## src/rtl/methane_board_top.sv

```systemverilog
// -----------------------------------------------------------------------------
// methane_board_top
// Board-level top for the methane build. Conditions the active-low K2 push
// button (2-flop synchroniser + counter debounce), turns each debounced press
// into a one-cycle event that toggles run/pause and counts presses, and shows
// {press count, run-gated tick count} on the 16-bit LED bus.
//
// Ports:
//   clk_in_50M  in   1   50 MHz board clock, only clock domain
//   rst         in   1   asynchronous reset, active low
//   btn_k2      in   1   raw push button, active low, asynchronous, bouncy
//   out         out  16  LED bus: [15:8] press count, [7:0] tick count
//
// Run/pause state machine:
//   state | meaning
//   PAUSE | run=0, tick divider and tick count hold (reset state)
//   RUN   | run=1, tick divider advances, tick count bumps on divider wrap
// -----------------------------------------------------------------------------
module methane_board_top #(
    parameter int DEBOUNCE_CYCLES = 1000000,
    parameter int TICK_CYCLES     = 25000000
) (
    input  logic        clk_in_50M,
    input  logic        rst,
    input  logic        btn_k2,
    output logic [15:0] out
);

    localparam int DB_W  = (DEBOUNCE_CYCLES > 1) ? $clog2(DEBOUNCE_CYCLES) : 1;
    localparam int DIV_W = (TICK_CYCLES > 1) ? $clog2(TICK_CYCLES) : 1;

    localparam logic [DB_W-1:0]  DB_LAST  = DB_W'(DEBOUNCE_CYCLES - 1);
    localparam logic [DB_W-1:0]  DB_ONE   = DB_W'(1);
    localparam logic [DIV_W-1:0] DIV_LAST = DIV_W'(TICK_CYCLES - 1);
    localparam logic [DIV_W-1:0] DIV_ONE  = DIV_W'(1);

    typedef enum logic {
        PAUSE = 1'b0,
        RUN   = 1'b1
    } state_t;

    logic             r_sync_ff1;
    logic             r_sync_ff2;
    logic             r_btn_db;
    logic             r_btn_db_prev;
    logic [DB_W-1:0]  r_db_cnt;
    logic [7:0]       r_press_cnt;
    logic [7:0]       r_tick_cnt;
    logic [DIV_W-1:0] r_div_cnt;
    logic [15:0]      r_out;
    state_t           r_state;

    state_t           w_state_nxt;
    logic             w_run;
    logic             w_press;

    // Synchroniser and debounce. Both flops and the debounced level reset to
    // the released level so a button held through reset must debounce low
    // before it can count as a press.
    always_ff @(posedge clk_in_50M or negedge rst) begin
        if (!rst) begin
            r_sync_ff1    <= 1'b1;
            r_sync_ff2    <= 1'b1;
            r_btn_db      <= 1'b1;
            r_btn_db_prev <= 1'b1;
            r_db_cnt      <= '0;
        end else begin
            r_sync_ff1    <= btn_k2;
            r_sync_ff2    <= r_sync_ff1;
            r_btn_db_prev <= r_btn_db;
            if (r_sync_ff2 == r_btn_db) begin
                r_db_cnt <= '0;
            end else if (r_db_cnt == DB_LAST) begin
                r_btn_db <= r_sync_ff2;
                r_db_cnt <= '0;
            end else begin
                r_db_cnt <= r_db_cnt + DB_ONE;
            end
        end
    end

    // Debounced falling edge only; release produces no event.
    assign w_press = r_btn_db_prev & ~r_btn_db;

    always_ff @(posedge clk_in_50M or negedge rst) begin
        if (!rst) begin
            r_state <= PAUSE;
        end else begin
            r_state <= w_state_nxt;
        end
    end

    always_comb begin
        w_state_nxt = r_state;
        w_run       = 1'b0;
        case (r_state)
            PAUSE: begin
                w_run = 1'b0;
                if (w_press) w_state_nxt = RUN;
            end
            RUN: begin
                w_run = 1'b1;
                if (w_press) w_state_nxt = PAUSE;
            end
            default: w_state_nxt = PAUSE;
        endcase
    end

    always_ff @(posedge clk_in_50M or negedge rst) begin
        if (!rst) begin
            r_press_cnt <= '0;
        end else if (w_press) begin
            r_press_cnt <= r_press_cnt + 8'd1;
        end
    end

    // The divider decision uses the pre-toggle run value, so a press landing
    // on a divider wrap still lets that tick through. Pause holds, not clears.
    always_ff @(posedge clk_in_50M or negedge rst) begin
        if (!rst) begin
            r_div_cnt  <= '0;
            r_tick_cnt <= '0;
        end else if (w_run) begin
            if (r_div_cnt == DIV_LAST) begin
                r_div_cnt  <= '0;
                r_tick_cnt <= r_tick_cnt + 8'd1;
            end else begin
                r_div_cnt <= r_div_cnt + DIV_ONE;
            end
        end
    end

    always_ff @(posedge clk_in_50M or negedge rst) begin
        if (!rst) begin
            r_out <= '0;
        end else begin
            r_out <= {r_press_cnt, r_tick_cnt};
        end
    end

    assign out = r_out;

endmodule

```

## config.mk

```make
export PLATFORM = sky130hd
export DESIGN_NAME = methane_board_top
export DESIGN_NICKNAME = d
export VERILOG_FILES = /design/src/rtl/methane_board_top.sv
export SDC_FILE = /design/constraint.sdc
export NUM_CORES = 1
export LEC_CHECK = 0
export ABC_AREA = 1
export BUFFER_PORTS_ARGS = -buffer_cell sky130_fd_sc_hd__buf_2
export CAP_MARGIN = 10
export CORE_MARGIN = 2
export CORE_UTILIZATION = 38
export CTS_CLUSTER_DIAMETER = 40
export DETAILED_ROUTE_END_ITERATION = 7
export GPL_ROUTABILITY_DRIVEN = 0
export PLACE_DENSITY_LB_ADDON = 0.25
export SYNTH_ARGS = -nofsm -noshare
export SYNTH_HDL_FRONTEND = slang
export SYNTH_SLANG_ARGS = --single-unit
```

## constraint.sdc

```tcl
create_clock -name clk_in_50M -period 2 [get_ports clk_in_50M]
set_input_delay 0.4 -clock clk_in_50M [delete_from_list [all_inputs] [get_ports clk_in_50M]]
set_output_delay 0.4 -clock clk_in_50M [all_outputs]
set_load 0.05 [all_outputs]
```

==> impl_results.html, run 1 <==
<table>
<tr><th>Metric</th><th>Value</th></tr>
<tr><th colspan="2">Clock tree</th></tr>
<tr><td>Root buffer selected by CTS</td><td>sky130_fd_sc_hd__clkbuf_8</td></tr>
<tr><td>Total clock sinks</td><td>82</td></tr>
<tr><td>Latest clock arrival within the worst-skew pair</td><td>approximately 370 ps</td></tr>
<tr><td>Maximum level of the CTS H-tree</td><td>3</td></tr>
<tr><td>Register clock-pin slew on the reported worst setup and hold paths</td><td>90 ps</td></tr>
<tr><td>Post-CTS Resized</td><td>0</td></tr>
<tr><td>CTS buffer count</td><td>9</td></tr>
<tr><td>Hold bufs inserted after CTS</td><td>1</td></tr>
<tr><td>Clock Tree Buf Depth</td><td>2</td></tr>
<tr><td>Number of buffers added for setup after CTS</td><td>0</td></tr>
<tr><td>Clock tree from TritonCTS</td><td>yes</td></tr>
<tr><th colspan="2">Floorplan</th></tr>
<tr><td>Std-Cell Core Area</td><td>0.01075 mm2</td></tr>
<tr><td>Horizontal die dimension</td><td>108.3 um</td></tr>
<tr><td>Die Area</td><td>0.01173 mm2</td></tr>
<tr><td>Num ports</td><td>19</td></tr>
<tr><td>Starting Density</td><td>38.47%</td></tr>
<tr><td>Placement row count</td><td>38</td></tr>
<tr><td>Die Ht</td><td>approximately 110 um</td></tr>
<tr><th colspan="2">Finish</th></tr>
<tr><td>Total inserted antenna cells</td><td>0</td></tr>
<tr><td>Most common cell after layout, fill and taps aside</td><td>sky130_fd_sc_hd__nand2_1</td></tr>
<tr><td>Synthesis-to-layout area growth</td><td>11.65%</td></tr>
<tr><td>Filler Cells Inserted</td><td>1,105</td></tr>
<tr><td>Share of post-route cells with drive strength above 1</td><td>16.70%</td></tr>
<tr><td>Leading cell types in the layout, fill and taps excluded</td><td>sky130_fd_sc_hd__nand2_1 (112), sky130_fd_sc_hd__nor2_1 (83), sky130_fd_sc_hd__dfrtp_1 (78), sky130_fd_sc_hd__inv_1 (53), sky130_fd_sc_hd__nand3_1 (41)</td></tr>
<tr><td>Post-route design area</td><td>0.004616 mm2</td></tr>
<tr><td>Multi-input logic area</td><td>0.001814 mm2</td></tr>
<tr><td>Final layout net count</td><td>approximately 530</td></tr>
<tr><td>Total area of sequential cells</td><td>around 0.002 mm2</td></tr>
<tr><th colspan="2">Setup path</th></tr>
<tr><td>Origin of the critical flop-to-flop path</td><td>r_db_cnt[0]</td></tr>
<tr><td>Data required time at the worst endpoint</td><td>2300 ps</td></tr>
<tr><td>Kind of start point of the critical path</td><td>flip-flop</td></tr>
<tr><td>Worst Setup Path Type</td><td>flip-flop to flip-flop</td></tr>
<tr><td>Maximum net fanout on the critical path</td><td>9</td></tr>
<tr><td>Startpoint of the worst setup timing path</td><td>r_db_cnt[0]</td></tr>
<tr><td>Endpoint type of the worst setup path</td><td>flip-flop</td></tr>
<tr><td>Worst EP arrival</td><td>1840 ps</td></tr>
<tr><th colspan="2">Power</th></tr>
<tr><td>Maximum ir drop on the vdd rail</td><td>between 0.2 and 0.3 mV</td></tr>
<tr><td>Power, Total</td><td>just under 3 mW</td></tr>
<tr><td>Static leakage</td><td>2.277 nW</td></tr>
<tr><td>P per Cell Area</td><td>624.6 mW/mm2</td></tr>
<tr><th colspan="2">STA</th></tr>
<tr><td>Setup tns final</td><td>0 ps</td></tr>
<tr><td>Unrepaired setup endpoints after global routing</td><td>false</td></tr>
<tr><td>Maximum operating frequency</td><td>648.6 MHz</td></tr>
<tr><td>Minimum clock period after layout</td><td>1542 ps</td></tr>
<tr><td>Worst Setup Slack, final</td><td>about 460 ps</td></tr>
<tr><td>Final number of hold-violating endpoints</td><td>0</td></tr>
<tr><td>Final period utilization</td><td>77.09%</td></tr>
<tr><td>Relative max-transition margin</td><td>70.80%</td></tr>
<tr><td>Transition time at the pin with the least slew margin</td><td>438.0 ps</td></tr>
<tr><td>Final number of max-transition violations</td><td>0</td></tr>
<tr><td>Final setup fails</td><td>0</td></tr>
<tr><td>Layout Skew</td><td>10.17 ps</td></tr>
<tr><th colspan="2">Synthesis</th></tr>
<tr><td>Cell type with the highest aggregate area in the netlist</td><td>sky130_fd_sc_hd__dfrtp_1</td></tr>
<tr><td>Number of nets in the synthesized netlist</td><td>498</td></tr>
<tr><td>Fraction of synthesized cell area taken by the top area cell type</td><td>47.22%</td></tr>
<tr><td>Post-synthesis instance area</td><td>0.004134 mm2</td></tr>
<tr><td>Cell count after synthesis</td><td>491</td></tr>
<tr><td>Leading cell types by total area after synthesis</td><td>sky130_fd_sc_hd__dfrtp_1 (47%), sky130_fd_sc_hd__nand2_1 (10%), sky130_fd_sc_hd__nor2_1 (7.5%)</td></tr>
<tr><td>Number of distinct library cell variants in the gate-level netlist after synthesis</td><td>34</td></tr>
<tr><td>Seq cells post-synth</td><td>82</td></tr>
<tr><td>Syn avg cell area</td><td>8.419 um2</td></tr>
<tr><td>Synthesis Warnings</td><td>0</td></tr>
<tr><td>Sequential-to-total area share from yosys stat</td><td>49.76%</td></tr>
<tr><th colspan="2">Placed design</th></tr>
<tr><td>Area after DPL</td><td>0.004422 mm2</td></tr>
<tr><td>Post-detailed-placement half-perimeter wirelength</td><td>5856 um</td></tr>
<tr><td>Worst setup slack after placement</td><td>464.8 ps</td></tr>
<tr><td>Count of buffers inserted at the top-level ports</td><td>18</td></tr>
<tr><th colspan="2">GRT</th></tr>
<tr><td>GRT Util Overall</td><td>16.01%</td></tr>
<tr><td>Global-route wire length before repair</td><td>14,560 um</td></tr>
<tr><td>Global route overflow</td><td>0</td></tr>
<tr><td>Initial antenna violation count</td><td>0</td></tr>
<tr><td>Maximum number of pins on one net before global-route repair</td><td>33</td></tr>
<tr><td>Via count of the first global-routing pass</td><td>3,131</td></tr>
<tr><th colspan="2">Run</th></tr>
<tr><td>Number of max-cap violations</td><td>0</td></tr>
<tr><th colspan="2">Routing</th></tr>
<tr><td>Via total after detailed routing</td><td>3,144</td></tr>
<tr><td>Final wirelength</td><td>8009 um</td></tr>
<tr><td>Starting DRT DRC Count</td><td>145</td></tr>
<tr><td>First-pass detailed-route iteration total</td><td>8</td></tr>
<tr><td>Antenna viol nets, final</td><td>0</td></tr>
<tr><td>Vias per Instance</td><td>approximately 4.7</td></tr>
<tr><td>DRC violation count after routing</td><td>0</td></tr>
<tr><td>Wire per inst</td><td>12.01 um</td></tr>
<tr><th colspan="2">Hold path</th></tr>
<tr><td>Hold Startpoint</td><td>btn_k2</td></tr>
<tr><td>Worst hold path class</td><td>primary input to flip-flop</td></tr>
<tr><th colspan="2">Run status</th></tr>
<tr><td>Run status</td><td>completed</td></tr>
</table>
## through the flow
| stage | utilization [%] | instances | hold WS [ps] |
|---|---|---|---|
| 2_1_floorplan | - | 491 | 104.4 |
| 4_1_cts | 42.96 | 667 | 104.3 |
| 3_5_place_dp | 41.15 | 650 | 346.8 |
| 3_3_place_gp | 41.15 | 650 | 345.5 |
| 6_report | 42.96 | 667 | 123.9 |
| 5_1_grt | 42.96 | 667 | 86.35 |
## cell families after synthesis
logic type	count (synthesis)	share of synthesized area, %
AND/OR/NAND/NOR	295	34.47
flip-flops	82	49.76
buffers and inverters	67	6.356
XOR/XNOR	30	6.538
AO/OA/AOI/OAI	13	1.665
adder cells (fa/ha/maj)	4	1.211
## cells in the mapped netlist
master / count
sky130_fd_sc_hd__a21oi_1: 6
sky130_fd_sc_hd__a31oi_1: 3
sky130_fd_sc_hd__and3_1: 1
sky130_fd_sc_hd__buf_1: 1
sky130_fd_sc_hd__buf_4: 1
sky130_fd_sc_hd__buf_6: 1
sky130_fd_sc_hd__clkinv_1: 1
sky130_fd_sc_hd__dfrtp_1: 78
sky130_fd_sc_hd__dfstp_2: 4
sky130_fd_sc_hd__ha_1: 4
sky130_fd_sc_hd__inv_1: 53
sky130_fd_sc_hd__inv_2: 10
sky130_fd_sc_hd__nand2_1: 112
sky130_fd_sc_hd__nand2_2: 6
sky130_fd_sc_hd__nand2_4: 3
sky130_fd_sc_hd__nand3_1: 41
sky130_fd_sc_hd__nand3_2: 2
sky130_fd_sc_hd__nand3_4: 2
sky130_fd_sc_hd__nand3b_1: 4
sky130_fd_sc_hd__nand4_1: 12
sky130_fd_sc_hd__nor2_1: 83
sky130_fd_sc_hd__nor2_2: 10
sky130_fd_sc_hd__nor2_4: 5
sky130_fd_sc_hd__nor2_8: 1
sky130_fd_sc_hd__nor2b_1: 1
sky130_fd_sc_hd__nor3_1: 5
sky130_fd_sc_hd__nor3_2: 4
sky130_fd_sc_hd__nor3_4: 2
sky130_fd_sc_hd__nor3b_1: 1
sky130_fd_sc_hd__o21ai_0: 2
sky130_fd_sc_hd__o21ai_1: 2
sky130_fd_sc_hd__xnor2_1: 8
sky130_fd_sc_hd__xor2_1: 21
sky130_fd_sc_hd__xor2_2: 1
## critical path, cell delays in order, from the launching register on
cell                       delay (ps)
sky130_fd_sc_hd__dfrtp_1          400
sky130_fd_sc_hd__ha_1             230
sky130_fd_sc_hd__nand2_1          110
sky130_fd_sc_hd__nor2_2            60
sky130_fd_sc_hd__nand2_2           80
sky130_fd_sc_hd__clkinv_1         100
sky130_fd_sc_hd__nand3_2          130
sky130_fd_sc_hd__nand2_4           90
sky130_fd_sc_hd__inv_2            130
sky130_fd_sc_hd__nand2_1           70
sky130_fd_sc_hd__nor2_1            80
## final cells by class
class / count / share of cell area, %
sequential: 82 / 44.56
multi-input combinational: 342 / 39.31
inverter: 64 / 5.205
tap: 140 / 3.795
timing repair buffer: 23 / 3.144
clock buffer: 9 / 2.684
clock inverter: 7 / 1.301
## routing by layer
layer  wire [um]  vias to the layer above  GRT usage [%]
li1            -                     1595              -
met1        3928                     1498          20.91
met2        3680                       39          25.29
met3         234                       12          3.978
met4         166                        0          6.960
met5           0                        -              0
## path summary, 6_finish.rpt
check	endpoint	slack, ps	cells past startpoint
worst max-delay path	r_db_cnt[16]	460	10
worst min-delay path	r_sync_ff1	120	1
worst max register to register	r_db_cnt[16]	460	10
worst min register to register	r_sync_ff2	360	0
max in group asynchronous	r_tick_cnt[3]	850	3
min in group asynchronous	out[11]	510	2
## report_power, final
part,internal (mW),switching (mW),leakage [nW]
registers,1.67,0.00456,1.13
clock network,0.473,0.679,0.0961
logic,0.0152,0.0466,1.05
total,2.15,0.730,2.28
## sequential cells by signal, indices dropped and copies added, names as in the netlist
signal	flops
out	16
r_btn_db	1
r_btn_db_prev	1
r_db_cnt	20
r_div_cnt	25
r_press_cnt	8
r_state	1
r_sync_ff1	1
r_sync_ff2	1
r_tick_cnt	8
No activity file was read; power rests on OpenSTA's default activity.
==> inputs of run 2 (changes only) <==
- clock period: 2 -> 1.35 ns (I/O delays scaled with it)
==> impl_results.html, run 2 (synthesis gave the netlist of run 1 again) <==
<table>
<tr><th>Metric</th><th>Value</th></tr>
<tr><th colspan="2">Run status</th></tr>
<tr><td>Run status</td><td>finished, violations left</td></tr>
<tr><td>Failing checks</td><td>negative setup slack</td></tr>
<tr><th colspan="2">Finish</th></tr>
<tr><td>Non-filler instance count after layout</td><td>732</td></tr>
<tr><td>Max reg flops</td><td>25</td></tr>
<tr><td>Synthesis-to-layout area growth</td><td>35.17%</td></tr>
<tr><td>Filler Cells Inserted</td><td>~1,000</td></tr>
<tr><td>Final layout net count</td><td>594</td></tr>
<tr><td>Share of post-route cells with drive strength above 1</td><td>between 30 and 40%</td></tr>
<tr><td>Most common cell after layout, fill and taps aside</td><td>sky130_fd_sc_hd__nand2_1</td></tr>
<tr><td>Biggest register</td><td>r_div_cnt</td></tr>
<tr><td>Leading cell types in the layout, fill and taps excluded</td><td>sky130_fd_sc_hd__nand2_1 (85), sky130_fd_sc_hd__dfrtp_1 (73), sky130_fd_sc_hd__nor2_1 (64), sky130_fd_sc_hd__buf_4 (59), sky130_fd_sc_hd__inv_1 (47)</td></tr>
<tr><td>Total inserted antenna cells</td><td>0</td></tr>
<tr><th colspan="2">STA</th></tr>
<tr><td>Minimum clock period after layout</td><td>1440 ps</td></tr>
<tr><td>Relative max-transition margin</td><td>70.72%</td></tr>
<tr><td>Final period utilization</td><td>106.7%</td></tr>
<tr><td>Final number of hold-violating endpoints</td><td>0</td></tr>
<tr><td>Transition time at the pin with the least slew margin</td><td>439.3 ps</td></tr>
<tr><td>Layout Skew</td><td>10.84 ps</td></tr>
<tr><td>Final setup fails</td><td>29</td></tr>
<tr><td>Unrepaired setup endpoints after global routing</td><td>true</td></tr>
<tr><td>Setup tns final</td><td>-1543 ps</td></tr>
<tr><td>Worst Setup Slack, final</td><td>-90.02 ps</td></tr>
<tr><td>Maximum operating frequency</td><td>694.4 MHz</td></tr>
<tr><td>Smallest hold slack</td><td>366.0 ps</td></tr>
<tr><td>Final number of max-transition violations</td><td>0</td></tr>
<tr><th colspan="2">GRT</th></tr>
<tr><td>Global-route wire length before repair</td><td>15,170 um</td></tr>
<tr><td>Via count of the first global-routing pass</td><td>3,398</td></tr>
<tr><td>Maximum number of pins on one net before global-route repair</td><td>83</td></tr>
<tr><td>Global route overflow</td><td>0</td></tr>
<tr><td>Initial antenna violation count</td><td>0</td></tr>
<tr><td>GRT Util Overall</td><td>16.53%</td></tr>
<tr><th colspan="2">Clock tree</th></tr>
<tr><td>Register clock-pin slew on the reported worst setup and hold paths</td><td>~90 ps</td></tr>
<tr><td>Maximum level of the CTS H-tree</td><td>3</td></tr>
<tr><td>Clock tree from TritonCTS</td><td>yes</td></tr>
<tr><td>Latest clock arrival within the worst-skew pair</td><td>between 300 and 400 ps</td></tr>
<tr><td>Root buffer selected by CTS</td><td>sky130_fd_sc_hd__clkbuf_8</td></tr>
<tr><td>Total clock sinks</td><td>82</td></tr>
<tr><td>CTS buffer count</td><td>9</td></tr>
<tr><td>Clock Tree Buf Depth</td><td>2</td></tr>
<tr><th colspan="2">Setup path</th></tr>
<tr><td>Chain of cells forming the critical path</td><td>ha_2 &gt; nand2_2 &gt; nor2_4 &gt; nand2_4 &gt; inv_4 &gt; nand3_4 &gt; nand2_8 &gt; inv_6 &gt; nand2_1 &gt; nor2_1</td></tr>
<tr><td>Delay of the slowest critical-path stage</td><td>370 ps</td></tr>
<tr><td>Highest-delay cell along the critical path</td><td>sky130_fd_sc_hd__dfrtp_1</td></tr>
<tr><td>Maximum net fanout on the critical path</td><td>5</td></tr>
<tr><td>Kind of start point of the critical path</td><td>flip-flop</td></tr>
<tr><td>Data required time at the worst endpoint</td><td>1610 ps</td></tr>
<tr><td>Crit path buf inv count</td><td>2</td></tr>
<tr><td>Worst EP arrival</td><td>about 1700 ps</td></tr>
<tr><td>Worst Setup Path Type</td><td>flip-flop to flip-flop</td></tr>
<tr><td>Crit path max-delay family</td><td>simple AND/OR/NAND/NOR gates</td></tr>
<tr><td>Endpoint type of the worst setup path</td><td>flip-flop</td></tr>
<tr><th colspan="2">Routing</th></tr>
<tr><td>Via total after detailed routing</td><td>approximately 3,400</td></tr>
<tr><td>DRC violation count after routing</td><td>0</td></tr>
<tr><td>Starting DRT DRC Count</td><td>161</td></tr>
<tr><td>First-pass detailed-route iteration total</td><td>4</td></tr>
<tr><td>Final wirelength</td><td>9160 um</td></tr>
<tr><td>Vias per Instance</td><td>4.691</td></tr>
<tr><td>Antenna viol nets, final</td><td>0</td></tr>
<tr><td>Wire per inst</td><td>approximately 13 um</td></tr>
<tr><th colspan="2">Floorplan</th></tr>
<tr><td>Horizontal die dimension</td><td>between 100 and 150 um</td></tr>
<tr><td>Starting Density</td><td>between 30% and 40%</td></tr>
<tr><td>Num ports</td><td>19</td></tr>
<tr><td>Die Ht</td><td>about 110 um</td></tr>
<tr><td>Placement row count</td><td>38</td></tr>
<tr><td>Std-Cell Core Area</td><td>0.01075 mm2</td></tr>
<tr><td>Die Area</td><td>roughly 0.012 mm2</td></tr>
<tr><th colspan="2">Power</th></tr>
<tr><td>Maximum ir drop on the vdd rail</td><td>0.7045 mV</td></tr>
<tr><td>Static leakage</td><td>roughly 2.8 nW</td></tr>
<tr><td>Power, Total</td><td>4.676 mW</td></tr>
<tr><td>P per Cell Area</td><td>836.8 mW/mm2</td></tr>
<tr><th colspan="2">Placed design</th></tr>
<tr><td>Worst setup slack after placement</td><td>-121.2 ps</td></tr>
<tr><td>Count of buffers inserted at the top-level ports</td><td>18</td></tr>
<tr><td>Number of placed cells counting well taps</td><td>about 700</td></tr>
<tr><td>Post-detailed-placement half-perimeter wirelength</td><td>5949 um</td></tr>
<tr><th colspan="2">Hold path</th></tr>
<tr><td>Worst hold path class</td><td>flip-flop to flip-flop</td></tr>
<tr><th colspan="2">Run</th></tr>
<tr><td>Number of max-cap violations</td><td>0</td></tr>
</table>
-- run 2: worst register-to-register path: stages, from the launching register on --
cell and delay [ps]:
sky130_fd_sc_hd__dfrtp_1 370, sky130_fd_sc_hd__ha_2 190, sky130_fd_sc_hd__nand2_2 80, sky130_fd_sc_hd__nor2_4 140, sky130_fd_sc_hd__nand2_4 90, sky130_fd_sc_hd__inv_4 70, sky130_fd_sc_hd__nand3_4 120, sky130_fd_sc_hd__nand2_8 140
sky130_fd_sc_hd__inv_6 50, sky130_fd_sc_hd__nand2_1 60, sky130_fd_sc_hd__nor2_1 30
-- run 2: layer usage --
layer	vias to the layer above	global-route usage (%)	routed length, um
met5	-	0	0
met4	0	7.234	123
met3	9	3.556	217
met2	51	27.85	4562
met1	1641	20.41	4256
li1	1733	-	-
-- run 2: cell type report --
class                           count  area, um2  share of cell area, %
Multi-Input combinational cell    345       2235                  39.99
Sequential cell                    82       2063                  36.92
Timing Repair Buffer               85      635.6                  11.37
Inverter                           64      250.2                  4.478
Tap cell                          140      175.2                  3.135
Clock buffer                        9      123.9                  2.217
Clock inverter                      7      105.1                  1.881
-- run 2: final timing paths --
path / to / depth (start not counted) / slack [ps] / start
worst max-delay path: r_db_cnt[16] / 10 / -90 / r_db_cnt[1]
worst min-delay path: r_sync_ff2 / 0 / 370 / r_sync_ff1
worst max register to register: r_db_cnt[16] / 10 / -90 / r_db_cnt[1]
worst min register to register: r_sync_ff2 / 0 / 370 / r_sync_ff1
max in group asynchronous: r_div_cnt[9] / 3 / 500 / rst
min in group asynchronous: out[12] / 3 / 470 / rst
-- run 2: report_power, final --
part | internal (mW) | total, mW | switching, mW
combinational | 0.0436 | 0.130 | 0.0867
clock | 1.07 | 2.07 | 0.995
sequential | 2.47 | 2.48 | 0.00948
-- run 2: metrics by stage --
step	utilization (%)	area [um2]
global route	52.00	5588
global placement	44.60	4792
finish	52.00	5588
CTS	48.58	5220
floorplan	-	4144
detailed placement	44.60	4792
-- run 2: what timing repair did --
action                                 4_1_cts  5_1_grt
pin swaps                                   25       39
buffers inserted                             5       10
setup endpoints to repair                   38       53
resized for setup                           29       86
hold buffers                                 2        0
gates cloned                                 3        0
endpoints found under the hold margin       79        0
==> inputs of run 3 (changes only) <==
- CAP_MARGIN: 10 -> default
- clock period: 1.35 -> 1.3 ns (I/O delays scaled with it)
==> impl_results.html, run 3 (synthesis gave the netlist of run 1 again) <==
<table>
<tr><th>Metric</th><th>Value</th></tr>
<tr><th colspan="2">Placed design</th></tr>
<tr><td>Post-detailed-placement half-perimeter wirelength</td><td>6534 um</td></tr>
<tr><td>Area after DPL</td><td>a little under 0.005 mm2</td></tr>
<tr><td>Number of placed cells counting well taps</td><td>about 700</td></tr>
<tr><td>Count of buffers inserted at the top-level ports</td><td>18</td></tr>
<tr><th colspan="2">STA</th></tr>
<tr><td>Layout Skew</td><td>9.492 ps</td></tr>
<tr><td>Unrepaired setup endpoints after global routing</td><td>true</td></tr>
<tr><td>Maximum operating frequency</td><td>710.1 MHz</td></tr>
<tr><td>Relative max-transition margin</td><td>around 77%</td></tr>
<tr><td>Final period utilization</td><td>108.3%</td></tr>
<tr><td>Final number of hold-violating endpoints</td><td>0</td></tr>
<tr><td>Transition time at the pin with the least slew margin</td><td>351.6 ps</td></tr>
<tr><td>Final number of max-transition violations</td><td>0</td></tr>
<tr><td>Setup tns final</td><td>-2541 ps</td></tr>
<tr><td>Smallest hold slack</td><td>334.9 ps</td></tr>
<tr><td>Worst Setup Slack, final</td><td>-108.3 ps</td></tr>
<tr><td>Final setup fails</td><td>43</td></tr>
<tr><td>Minimum clock period after layout</td><td>1408 ps</td></tr>
<tr><th colspan="2">Run status</th></tr>
<tr><td>Failing checks</td><td>negative setup slack</td></tr>
<tr><td>Run status</td><td>finished, violations left</td></tr>
<tr><th colspan="2">Routing</th></tr>
<tr><td>Starting DRT DRC Count</td><td>116</td></tr>
<tr><td>Final wirelength</td><td>~9500 um</td></tr>
<tr><td>Via total after detailed routing</td><td>roughly 3,500</td></tr>
<tr><td>DRC violation count after routing</td><td>0</td></tr>
<tr><td>First-pass detailed-route iteration total</td><td>4</td></tr>
<tr><td>Antenna viol nets, final</td><td>0</td></tr>
<tr><td>Vias per Instance</td><td>4.685</td></tr>
<tr><td>Wire per inst</td><td>around 13 um</td></tr>
<tr><th colspan="2">Floorplan</th></tr>
<tr><td>Horizontal die dimension</td><td>108.3 um</td></tr>
<tr><td>Starting Density</td><td>38.47%</td></tr>
<tr><td>Num ports</td><td>19</td></tr>
<tr><td>Die Ht</td><td>about 110 um</td></tr>
<tr><td>Die Area</td><td>0.01173 mm2</td></tr>
<tr><td>Placement row count</td><td>38</td></tr>
<tr><td>Std-Cell Core Area</td><td>0.01075 mm2</td></tr>
<tr><th colspan="2">Setup path</th></tr>
<tr><td>Worst Setup Path Type</td><td>flip-flop to flip-flop</td></tr>
<tr><td>End of the worst register-to-register path</td><td>r_div_cnt[6]</td></tr>
<tr><td>Kind of start point of the critical path</td><td>flip-flop</td></tr>
<tr><td>Register-to-register setup slack</td><td>-110 ps</td></tr>
<tr><td>Endpoint type of the worst setup path</td><td>flip-flop</td></tr>
<tr><td>Data required time at the worst endpoint</td><td>1560 ps</td></tr>
<tr><td>R2r worst-path depth</td><td>6</td></tr>
<tr><td>Maximum net fanout on the critical path</td><td>5</td></tr>
<tr><td>Origin of the critical flop-to-flop path</td><td>r_div_cnt[7]</td></tr>
<tr><td>Worst EP arrival</td><td>approximately 1700 ps</td></tr>
<tr><th colspan="2">Clock tree</th></tr>
<tr><td>Clock Tree Buf Depth</td><td>2</td></tr>
<tr><td>Clock tree from TritonCTS</td><td>yes</td></tr>
<tr><td>CTS buffer count</td><td>9</td></tr>
<tr><td>Register clock-pin slew on the reported worst setup and hold paths</td><td>about 90 ps</td></tr>
<tr><td>Latest clock arrival within the worst-skew pair</td><td>~370 ps</td></tr>
<tr><td>Maximum level of the CTS H-tree</td><td>3</td></tr>
<tr><td>Root buffer selected by CTS</td><td>sky130_fd_sc_hd__clkbuf_8</td></tr>
<tr><td>Total clock sinks</td><td>82</td></tr>
<tr><th colspan="2">Hold path</th></tr>
<tr><td>Worst hold path class</td><td>primary input to async pin</td></tr>
<tr><th colspan="2">Finish</th></tr>
<tr><td>Multi-input logic area</td><td>roughly 0.0022 mm2</td></tr>
<tr><td>Total area of sequential cells</td><td>roughly 0.002 mm2</td></tr>
<tr><td>Share of post-route cells with drive strength above 1</td><td>roughly two fifths</td></tr>
<tr><td>Max reg flops</td><td>25</td></tr>
<tr><td>Most common cell after layout, fill and taps aside</td><td>sky130_fd_sc_hd__nand2_1</td></tr>
<tr><td>Final Core Density</td><td>52.25%</td></tr>
<tr><td>Final layout net count</td><td>around 610</td></tr>
<tr><td>Leading cell types in the layout, fill and taps excluded</td><td>sky130_fd_sc_hd__nand2_1 (87), sky130_fd_sc_hd__dfrtp_1 (76), sky130_fd_sc_hd__buf_4 (67), sky130_fd_sc_hd__nor2_1 (60), sky130_fd_sc_hd__inv_1 (48)</td></tr>
<tr><td>Synthesis-to-layout area growth</td><td>35.80%</td></tr>
<tr><td>Post-route design area</td><td>0.005614 mm2</td></tr>
<tr><td>Biggest register</td><td>r_div_cnt</td></tr>
<tr><td>Filler Cells Inserted</td><td>999</td></tr>
<tr><td>Non-filler instance count after layout</td><td>743</td></tr>
<tr><td>Total inserted antenna cells</td><td>0</td></tr>
<tr><th colspan="2">Power</th></tr>
<tr><td>P per Cell Area</td><td>803.7 mW/mm2</td></tr>
<tr><td>Static leakage</td><td>about 2.8 nW</td></tr>
<tr><td>Maximum ir drop on the vdd rail</td><td>0.4439 mV</td></tr>
<tr><th colspan="2">GRT</th></tr>
<tr><td>Maximum number of pins on one net before global-route repair</td><td>29</td></tr>
<tr><td>Global-route wire length before repair</td><td>16,110 um</td></tr>
<tr><td>Initial antenna violation count</td><td>0</td></tr>
<tr><td>Global route overflow</td><td>0</td></tr>
<tr><td>GRT Util Overall</td><td>17.72%</td></tr>
<tr><td>Via count of the first global-routing pass</td><td>3,443</td></tr>
<tr><th colspan="2">Run</th></tr>
<tr><td>Number of max-cap violations</td><td>0</td></tr>
</table>
==> run 3: how the worst max path moves through the flow <==
| stage | startpoint | end | slack, ps | cells after the start |
|---|---|---|---|---|
| after floorplan | r_div_cnt[0] | r_tick_cnt[4] | -20 | 10 |
| after global placement | r_db_cnt[1] | r_db_cnt[16] | -120 | 8 |
| after detailed placement | r_db_cnt[0] | r_db_cnt[16] | -130 | 8 |
| after CTS | r_div_cnt[1] | r_tick_cnt[7] | -100 | 10 |
| after global routing | r_div_cnt[0] | r_tick_cnt[7] | -220 | 10 |
| final | r_div_cnt[7] | r_div_cnt[6] | -110 | 6 |
==> run 3: worst max-delay path, stage by stage, from the launching register on <==
cell,delay [ps]
sky130_fd_sc_hd__dfrtp_1,410
sky130_fd_sc_hd__buf_4,150
sky130_fd_sc_hd__nor2_1,140
sky130_fd_sc_hd__nand3_2,110
sky130_fd_sc_hd__nor2_4,180
sky130_fd_sc_hd__nand3_4,130
sky130_fd_sc_hd__and3_1,160
==> run 3: area by class of cell <==
type / instances / share of cell area, %
multi-input cells: 345 / 39.02
inverters: 64 / 4.546
well taps: 140 / 3.120
clock buffers: 10 / 2.452
clock inverters: 6 / 0.8692
repair buffers: 96 / 13.31
flip-flops and latches: 82 / 36.68
==> run 3: metal layers <==
| layer | global-route usage, % | vias to the layer above | wire length [um] |
|---|---|---|---|
| met2 | 29.87 | 43 | 4754 |
| met3 | 3.617 | 11 | 238 |
| li1 | - | 1751 | - |
| met5 | 0 | - | 0 |
| met1 | 22.66 | 1676 | 4320 |
| met4 | 6.136 | 0 | 142 |
==> run 3: what timing repair did <==
action | 4_1_cts | 5_1_grt
buffers inserted | 3 | 7
setup endpoints to repair | 43 | 56
resized for setup | 46 | 55
pin swaps | 16 | 22
cloned | 3 | 0
hold endpoints to repair | 15 | 0
hold buffers | 2 | 0
==> run 3: per-stage QoR <==
step / worst slack [ps] / total power, mW
floorplan: -15.97 / 2.646
global placement: -116.0 / 2.738
detailed placement: -134.8 / 2.742
CTS: -97.47 / 4.550
global route: -220.7 / 4.713
finish: -108.3 / 4.512
==> run 3: power breakdown <==
| part | switching (mW) | total, mW | internal (mW) |
|---|---|---|---|
| logic | 0.0929 | 0.145 | 0.0522 |
| registers | 0.00841 | 2.57 | 2.56 |
| clock network | 1.03 | 1.80 | 0.762 |
